<file path="config.mk">
export PLATFORM = sky130hd
export DESIGN_NAME = core_run_controller
export DESIGN_NICKNAME = d
export VERILOG_FILES = /design/src/rtl/core_run_controller.sv
export SDC_FILE = /design/constraint.sdc
export NUM_CORES = 1
export LEC_CHECK = 0
export BUFFER_PORTS_ARGS = -buffer_cell sky130_fd_sc_hd__buf_4
export CAP_MARGIN = 20
export CORE_ASPECT_RATIO = 1.1
export CORE_MARGIN = 5
export CORE_UTILIZATION = 50
export CTS_CLUSTER_DIAMETER = 120
export DETAILED_ROUTE_END_ITERATION = 10
export GPL_ROUTABILITY_DRIVEN = 0
export PLACE_DENSITY = 0.67
export SETUP_SLACK_MARGIN = 0.5
export SYNTH_ARGS = -nofsm -noshare
export SYNTH_HDL_FRONTEND = slang
export SYNTH_SLANG_ARGS = --single-unit
</file>
<file path="constraint.sdc">
create_clock -name clk_signal -period 2.7 [get_ports clk_signal]
set_input_delay 0.54 -clock clk_signal [delete_from_list [all_inputs] [get_ports clk_signal]]
set_output_delay 0.54 -clock clk_signal [all_outputs]
set_load 0.03 [all_outputs]
</file>
<file path="src/rtl/core_run_controller.sv">
// Run controller: holds the core in reset, runs it for a bounded cycle budget and reports
// pass/fail once core_out matches EXPECT_VALUE for STABLE_CYCLES consecutive RUN cycles.
// Optional macro CORE_RUN_TOGGLE_EN adds a saturating toggle_count output.
module core_run_controller #(
  parameter int                 OUT_W         = 4,
  parameter int                 HOLD_CYCLES   = 10,
  parameter int                 RUN_CYCLES    = 100,
  parameter logic [OUT_W-1:0]   EXPECT_VALUE  = 4'hA,
  parameter int                 STABLE_CYCLES = 4,
  parameter int                 CNT_W         = 16,
  parameter int                 AUTO_START    = 1
) (
  input  logic              clk_signal,
  input  logic              reset,
  input  logic              start,
  input  logic [OUT_W-1:0]  core_out,
  output logic              core_reset,
  output logic              busy,
  output logic              done,
  output logic              pass,
  output logic              fail,
  output logic [CNT_W-1:0]  cycle_count,
  output logic [OUT_W-1:0]  last_out
`ifdef CORE_RUN_TOGGLE_EN
  ,
  output logic [CNT_W-1:0]  toggle_count
`endif
);

  typedef enum logic [2:0] {
    ST_IDLE = 3'd0,
    ST_HOLD = 3'd1,
    ST_RUN  = 3'd2,
    ST_PASS = 3'd3,
    ST_FAIL = 3'd4
  } state_t;

  state_t             state_q, state_d;
  logic [CNT_W-1:0]   hold_q, hold_d;
  logic [CNT_W-1:0]   match_q, match_d;
  logic [CNT_W-1:0]   cycle_q, cycle_d;
  logic [OUT_W-1:0]   last_q, last_d;
  logic               auto_q, auto_d;
  logic               core_reset_q, busy_q, done_q, pass_q, fail_q;
`ifdef CORE_RUN_TOGGLE_EN
  logic [CNT_W-1:0]   toggle_q, toggle_d;
`endif

  // Next-state and counter update logic
  always_comb begin
    state_d  = state_q;
    hold_d   = hold_q;
    match_d  = match_q;
    cycle_d  = cycle_q;
    last_d   = last_q;
    auto_d   = 1'b0;
`ifdef CORE_RUN_TOGGLE_EN
    toggle_d = toggle_q;
`endif
    case (state_q)
      ST_IDLE, ST_PASS, ST_FAIL: begin
        // auto_q is only set on the first edge after reset release
        if (start || ((state_q == ST_IDLE) && auto_q && (AUTO_START != 0))) begin
          state_d = ST_HOLD;
          hold_d  = CNT_W'(0);
          match_d = CNT_W'(0);
          cycle_d = CNT_W'(0);
          last_d  = OUT_W'(0);
`ifdef CORE_RUN_TOGGLE_EN
          toggle_d = CNT_W'(0);
`endif
        end else begin
          state_d = state_q;
        end
      end
      ST_HOLD: begin
        hold_d = hold_q + CNT_W'(1);
        if (hold_d == CNT_W'(HOLD_CYCLES)) begin
          state_d = ST_RUN;
        end else begin
          state_d = ST_HOLD;
        end
      end
      ST_RUN: begin
        cycle_d = cycle_q + CNT_W'(1);
        last_d  = core_out;
        if (core_out == EXPECT_VALUE) begin
          match_d = match_q + CNT_W'(1);
        end else begin
          match_d = CNT_W'(0);
        end
`ifdef CORE_RUN_TOGGLE_EN
        if ((core_out != last_q) && (toggle_q != {CNT_W{1'b1}})) begin
          toggle_d = toggle_q + CNT_W'(1);
        end else begin
          toggle_d = toggle_q;
        end
`endif
        // A stable match on the final budget edge still counts as a pass
        if (match_d == CNT_W'(STABLE_CYCLES)) begin
          state_d = ST_PASS;
        end else if (cycle_d == CNT_W'(RUN_CYCLES)) begin
          state_d = ST_FAIL;
        end else begin
          state_d = ST_RUN;
        end
      end
      default: begin
        state_d = ST_IDLE;
      end
    endcase
  end

  // State, counters and registered outputs decoded from the next state
  always_ff @(posedge clk_signal or negedge reset) begin
    if (!reset) begin
      state_q      <= ST_IDLE;
      hold_q       <= CNT_W'(0);
      match_q      <= CNT_W'(0);
      cycle_q      <= CNT_W'(0);
      last_q       <= OUT_W'(0);
      auto_q       <= 1'b1;
      core_reset_q <= 1'b1;
      busy_q       <= 1'b0;
      done_q       <= 1'b0;
      pass_q       <= 1'b0;
      fail_q       <= 1'b0;
`ifdef CORE_RUN_TOGGLE_EN
      toggle_q     <= CNT_W'(0);
`endif
    end else begin
      state_q      <= state_d;
      hold_q       <= hold_d;
      match_q      <= match_d;
      cycle_q      <= cycle_d;
      last_q       <= last_d;
      auto_q       <= auto_d;
      core_reset_q <= (state_d == ST_IDLE) || (state_d == ST_HOLD);
      busy_q       <= (state_d == ST_HOLD) || (state_d == ST_RUN);
      done_q       <= (state_d == ST_PASS) || (state_d == ST_FAIL);
      pass_q       <= (state_d == ST_PASS);
      fail_q       <= (state_d == ST_FAIL);
`ifdef CORE_RUN_TOGGLE_EN
      toggle_q     <= toggle_d;
`endif
    end
  end

  assign core_reset  = core_reset_q;
  assign busy        = busy_q;
  assign done        = done_q;
  assign pass        = pass_q;
  assign fail        = fail_q;
  assign cycle_count = cycle_q;
  assign last_out    = last_q;
`ifdef CORE_RUN_TOGGLE_EN
  assign toggle_count = toggle_q;
`endif

endmodule

</file>
==> results of run 1 <==
-- cells by family after synthesis --
kind of cell | after synthesis | share of synthesized area
AOI/OAI and AO/OA | 133 | 0.2125
xor gates and xnor gates | 15 | 0.03520
adders and majority gates | 5 | 0.01676
buffers and inverters | 36 | 0.04458
DFF | 61 | 0.4097
muxes | 5 | 0.01374
other | 1 | 0.001005
and+or+nand+nor | 182 | 0.2665
-- layer usage --
metal / vias up / GRT usage / wire length, µm
met2: 90 / 0.3438 / 4706
met1: 1696 / 0.2672 / 4049
met5: - / 0 / 0
li1: 1689 / - / -
met3: 17 / 0.03137 / 426
met4: 0 / 0.09943 / 206
-- state kept, by name, indices dropped and copies added, names as in the netlist, 3 cells and up --
name and cells:
cycle_count 16, hold_q 16, last_out 4, match_q 16, state_q 3
-- stage by stage --
step,instance area [µm²],util,hold WS [ns]
after floorplan,3762,-,0.2444
after global placement,4021,0.5472,0.4880
after detailed placement,4021,0.5472,0.4838
after CTS,4414,0.6006,0.3080
after global routing,4556,0.6199,0.3552
final,4556,0.6199,0.2813
-- power breakdown --
part | internal (W) | switching, W
Sequential | 0.00103 | 0.000149
Clock | 0.000446 | 0.000365
Combinational | 0.000315 | 0.000535
-- layout make-up --
class,instances,area share
Clock buffer,11,0.03104
Multi-Input combinational cell,341,0.4815
Inverter,7,0.005768
Timing Repair Buffer,62,0.1049
Sequential cell,61,0.3419
Clock inverter,5,0.01099
Tap cell,87,0.02389
-- cell usage in the layout (no fill, tap or decap), types with 2 or more instances in the layout --
master / Yosys / final
nand2b_1: 5 / 5
a31oi_1: 9 / 9
mux2i_1: 4 / 4
o21ai_1: 1 / 2
o21ai_0: 74 / 73
nor3_1: 9 / 8
a22o_1: 7 / 7
dfrtp_1: 59 / 36
ha_4: 0 / 3
inv_1: 7 / 7
nor3_2: 3 / 3
and4_1: 3 / 2
a21oi_1: 18 / 16
clkinv_2: 0 / 4
dfstp_2: 2 / 2
a21oi_2: 1 / 3
nand2_1: 45 / 45
nor4_4: 1 / 5
and2_1: 3 / 3
clkbuf_8: 0 / 10
buf_4: 2 / 61
nand4_1: 18 / 18
xnor2_1: 10 / 10
o31ai_1: 11 / 11
nor4_1: 4 / 3
nand3_1: 19 / 17
nor2_2: 1 / 2
or3_1: 6 / 5
and3_1: 8 / 7
dfrtp_2: 0 / 23
ha_1: 5 / 2
xor2_1: 5 / 5
nor2_1: 39 / 38
nor2b_1: 2 / 2
nand3_2: 2 / 3
or4_1: 2 / 2
-- repair_timing --
item,4_1_cts,5_1_grt
setup buffers,12,11
pin swaps,11,14
endpoints found under the setup margin,8,8
gates resized for setup,22,19
-- worst max-delay path, stage by stage, from the launching register on --
cell	delay [ns]
dfrtp_2	0.45
ha_4	0.18
nand4_1	0.13
nor3_4	0.06
or3_4	0.34
a2111oi_4	0.31
nand4_1	0.23
a21oi_2	0.26
nor2_2	0.07
xnor2_1	0.12
-- worst paths after layout --
path,startpoint,to,slack (ns),depth (start not counted)
max in group asynchronous,reset,match_q[2],1.87,1
min,reset,hold_q[5],0.28,1
max,match_q[1],busy,0.44,9
min reg2reg,last_out[0],last_out[0],0.50,1
min in group clk_signal,core_out[0],last_out[0],0.44,2
max reg2reg,match_q[1],busy,0.44,9
==> results.py, run 1 <==
metrics = {
    "synthesis": {
        "syn_area_per_cell_um2": 8.521,
        "synth_seq_cells": 61,
        "yosysMostFrequentCell": "o21ai_0",
        "synth_top_area_share": 0.3956,
        "syn-cell-area_mm2": 0.003732,
        "synth.area.top_cells": "dfrtp_1 40%, o21ai_0 9.9%, nand2_1 4.5%, nor2_1 3.9%, nand4_1 3.0%",
        "async_flop_share": 1.000,
        "yosysWarnings": 0,
        "netlist_instances": 438,
        "synth.yosys.seq_area_share": 0.4097,
        "synth_edf_count": 0,
        "synth_commonest_cells": "74 x o21ai_0, 59 x dfrtp_1, 45 x nand2_1, 39 x nor2_1, 19 x nand3_1",
        "syn-num-nets": 450,
        "synth_flop_cell": "dfrtp_1",
        "yosysTopAreaCell": "dfrtp_1",
        "synth_cell_types": 59,
    },
    "pwr": {
        "ir_drop_v": 0.0003275,
        "pwr_density_cell_mw_per_mm2": 624.3,
        "leakagePower_nw": 1.963,
        "p_total_w": 0.002844,
    },
    "flow_run": {
        "drv_cap": 0,
    },
    "sta": {
        "fin_skew_ns": 0.009205,
        "hold_viol": 0,
        "tightest_slew_ns": 0.7664,
        "max_freq_ghz": 0.4420,
        "finalCriticalPeriod_ns": 2.262,
        "fin_crit_sh": 0.8379,
        "maxSlewHeadroom": 0.4891,
        "final.setup.worst_slack_ns": 0.4377,
        "setup_viol": 0,
        "final_max_slew_viol_count": 0,
        "fin_tns_setup_ns": 0,
        "rsz0062_at_grt": "yes",
    },
    "grt": {
        "globalRouteOverflowTotal": 0,
        "grt_pass1_vias": 3390,
        "antenna_found_initial": 0,
        "grtUsageTotal": 0.2078,
        "grt_pass1_wl_mm": 15.64,
        "grt_max_degree": 62,
    },
    "clocking": {
        "cts_made_buffers": 9,
        "cts_tree": "done",
        "clockBufferDepth": 2,
        "cts_htree_levels": 3,
        "clk_pin_slew_ns": 0.07,
        "root_buffer": "clkbuf_8",
        "postCtsHoldBufs": 0,
        "clock-sinks": 61,
        "clock_latency_ns": 0.34,
    },
    "cells_and_area": {
        "multi_input_area_mm2": 0.002193,
        "fillCellCount": 642,
        "area_growth_syn_to_layout_pct": 22.06,
        "seq_area_mm2": 0.001558,
        "layout.nets": 494,
        "diodes": 0,
        "fin_cells": 574,
        "post_route_cells_drive_above_1_share": 0.2813,
    },
    "die": {
        "die_h_um": 100.6,
        "io_pins": 32,
        "start_util": 0.5078,
        "die_w_um": 92.38,
        "dieArea_mm2": 0.009294,
        "core_area_mm2": 0.007350,
        "placementRows": 33,
    },
    "worst_setup_path": {
        "start_kind": "register",
        "worstPathArrival_ns": 2.48,
        "required_ns": 2.92,
        "cp_max_fo": 4,
        "crit_type": "reg -> reg",
        "end_kind": "register",
    },
    "routing": {
        "drc": 0,
        "wirelength_mm": 9.387,
        "num_vias": 3492,
        "vias_per_cell": 6.084,
        "wl_per_cell_um": 16.35,
        "drtIter0Drc": 240,
        "ant_nets": 0,
        "dr.pass1.iters": 4,
    },
    "run_status": {
        "outcome": "complete, no violations",
    },
    "placement": {
        "hpwl_mm": 5.995,
        "dp_cells": 535,
        "dp_slack_ns": 0.2667,
        "port_buffers": 31,
    },
    "worst_hold_path": {
        "holdCritPathClass": "in -> async",
    },
}
No activity file was read; power rests on OpenSTA's default activity.
==> run 2, diff against run 1 <==
ABC_AREA = 1   (was default)
clock period = 2.3 ns   (was 2.7 ns; I/O delays follow)
==> run 2 against run 1 <==
Compared with the run above: synthesized cell count increased by 20%; sequential power increased by 25%; count of clock-buffer cells in the layout decreased by 2; critical path depth increased by 5.
==> results.py, run 2 <==
metrics = {
    "run_status": {
        "outcome": "complete, no violations",
    },
    "synthesis": {
        "yosysTopAreaCell": "dfrtp_1",
        "synth.area.top_cells": "dfrtp_1 40%, nand2_1 16%, nand3_1 7.6%, inv_1 5.7%, o21ai_0 4.6%",
        "synth_cell_types": 31,
        "synth_seq_cells": 61,
        "yosysWarnings": 0,
        "async_flop_share": 1.000,
        "synth_edf_count": 0,
        "synth_top_area_share": 0.3953,
        "synth_commonest_cells": "162 x nand2_1, 59 x dfrtp_1, 57 x inv_1, 57 x nand3_1, 45 x nor2_1",
        "syn_area_per_cell_um2": 7.100,
        "netlist_instances": 526,
        "synth.yosys.seq_area_share": 0.4094,
        "syn-num-nets": 538,
        "syn-cell-area_mm2": 0.003735,
        "synth_flop_cell": "dfrtp_1",
        "yosysMostFrequentCell": "nand2_1",
    },
    "cells_and_area": {
        "post_route_cells_drive_above_1_share": 0.2857,
        "layout.nets": 595,
        "area_growth_syn_to_layout_pct": 25.56,
        "final_common_cell": "nand2_1",
        "diodes": 0,
        "fin_cells": 675,
        "layout.cells.most_common_list": "150 x nand2_1, 55 x inv_1, 50 x nand3_1, 50 x buf_4, 45 x dfrtp_1",
    },
    "clocking": {
        "clock-sinks": 61,
        "cts_made_buffers": 9,
        "clk_pin_slew_ns": 0.08,
        "root_buffer": "clkbuf_8",
        "cts_htree_levels": 3,
        "clockBufferDepth": 2,
        "cts_tree": "done",
        "postCtsHoldBufs": 0,
        "clock_latency_ns": 0.34,
    },
    "sta": {
        "hold_viol": 0,
        "fin_skew_ns": 0.01329,
        "tightest_slew_ns": 0.7730,
        "final.setup.worst_slack_ns": 0.3564,
        "rsz0062_at_grt": "yes",
        "fin_tns_setup_ns": 0,
        "max_freq_ghz": 0.5145,
        "maxSlewHeadroom": 0.4847,
        "final_max_slew_viol_count": 0,
        "fin_crit_sh": 0.8450,
        "finalCriticalPeriod_ns": 1.944,
        "setup_viol": 0,
    },
    "die": {
        "die_w_um": 92.41,
        "start_util": 0.5053,
        "die_h_um": 100.6,
        "core_area_mm2": 0.007391,
        "placementRows": 33,
        "dieArea_mm2": 0.009300,
        "io_pins": 32,
    },
    "placement": {
        "dp_slack_ns": 0.1909,
        "port_buffers": 31,
        "hpwl_mm": 6.237,
        "dp_cells": 638,
    },
    "routing": {
        "wirelength_mm": 9.307,
        "drc": 0,
        "vias_per_cell": 5.433,
        "num_vias": 3667,
        "dr.pass1.iters": 5,
        "drtIter0Drc": 194,
        "wl_per_cell_um": 13.79,
        "ant_nets": 0,
    },
    "grt": {
        "grt_max_degree": 62,
        "grtUsageTotal": 0.2062,
        "globalRouteOverflowTotal": 0,
        "antenna_found_initial": 0,
        "grt_pass1_wl_mm": 15.50,
        "grt_pass1_vias": 3437,
    },
    "worst_setup_path": {
        "crit_type": "reg -> reg",
        "cp_max_fo": 5,
        "rr_worst_depth": 14,
        "worstPathArrival_ns": 2.18,
        "start_kind": "register",
        "required_ns": 2.53,
        "end_kind": "register",
    },
    "pwr": {
        "p_switching_w": 0.001573,
        "p_clk_frac": 0.246,
        "pwr_density_cell_mw_per_mm2": 820.2,
        "ir_drop_v": 0.0006184,
        "leakagePower_nw": 2.076,
        "p_comb_frac": 0.371,
        "internal_power_w": 0.002274,
        "swShare": 0.4088,
        "power_frac_seq": 0.383,
    },
    "flow_run": {
        "drv_cap": 0,
    },
    "worst_hold_path": {
        "holdCritPathClass": "in -> async",
    },
}
## run 2: cell count changes after synthesis, moves of 9 or more
cell,change
nand2_1,+117
inv_1,+50
o21ai_0,-40
nand3_1,+38
o22ai_1,+19
a21oi_1,-16
o31ai_1,-11
a31oi_1,-9
xnor2_1,-9
## run 2: routing by layer
| layer | vias to the layer above | GRT usage | share of wire |
|---|---|---|---|
| met5 | - | 0 | 0 |
| met4 | 0 | 0.08000 | 0.012 |
| met3 | 9 | 0.03435 | 0.050 |
| li1 | 1830 | - | - |
| met2 | 97 | 0.3348 | 0.48 |
| met1 | 1731 | 0.2766 | 0.46 |
## run 2: layout make-up
type / count / area (µm²)
sequential: 61 / 1546
multi-input combinational: 390 / 2136
tap: 87 / 108.9
clock inverter: 7 / 66.31
clock buffer: 9 / 123.9
inverter: 65 / 247.7
timing repair buffer: 56 / 460.4
fill: 663 / 2701
## run 2: path summary, 6_finish.rpt
| path | from | to | slack [ns] |
|---|---|---|---|
| worst min register to register | last_out[1] | last_out[1] | 0.51 |
| worst min-delay path | reset | cycle_count[13] | 0.17 |
| max in group asynchronous | reset | match_q[2] | 1.54 |
| min in group clk_signal | core_out[1] | last_out[1] | 0.34 |
| worst max register to register | cycle_count[0] | done | 0.36 |
| worst max-delay path | cycle_count[0] | done | 0.36 |
## run 2: critical path: stages, from the launching register on
cell and delay (ns):
dfrtp_2 0.44, inv_2 0.08, nor2_4 0.18, buf_6 0.12, nand3_1 0.07, nand2_1 0.06, nand2_1 0.07, nor2_1 0.14
nand2_2 0.09, nor3_4 0.22, nand2_2 0.11, nand2_2 0.10, nand2_4 0.06, nand2_2 0.06, nand2_1 0.05
## run 2: repair_timing
item / 4_1_cts / 5_1_grt
gates resized for setup: 15 / 48
buffers inserted: 15 / 6
setup endpoints to repair: 23 / 40
pin swaps: 10 / 25
hold endpoints to repair: 0 / 0
## run 2: kinds of logic after synthesis
logic type	share of synthesized area
AND/OR/NAND/NOR	0.3829
buffers and inverters	0.07739
AO/OA/AOI/OAI	0.09615
flip-flops	0.4094
XOR/XNOR	0.01642
adder cells (fa/ha/maj)	0.01675
other	0.001004
## run 2: metrics by stage
step                utilization  total power (W)  hold WS (ns)  cell area [µm²]
floorplan                     -         0.002344        0.1644             3765
global placement         0.5543         0.002710        0.4941             4096
detailed placement       0.5543         0.002737        0.4927             4096
CTS                      0.6062         0.003755        0.2213             4481
global route             0.6345         0.004114        0.2662             4690
finish                   0.6345         0.003847        0.1735             4690
## run 2: power by group through the flow
stage / clock network (W) / registers (W) / logic, W
after floorplan: 0 / 0.00154 / 0.000803
after global placement: 0 / 0.00148 / 0.00123
after detailed placement: 0 / 0.00148 / 0.00126
after CTS: 0.000965 / 0.00145 / 0.00134
after global routing: 0.00102 / 0.00150 / 0.00159
final: 0.000947 / 0.00147 / 0.00143
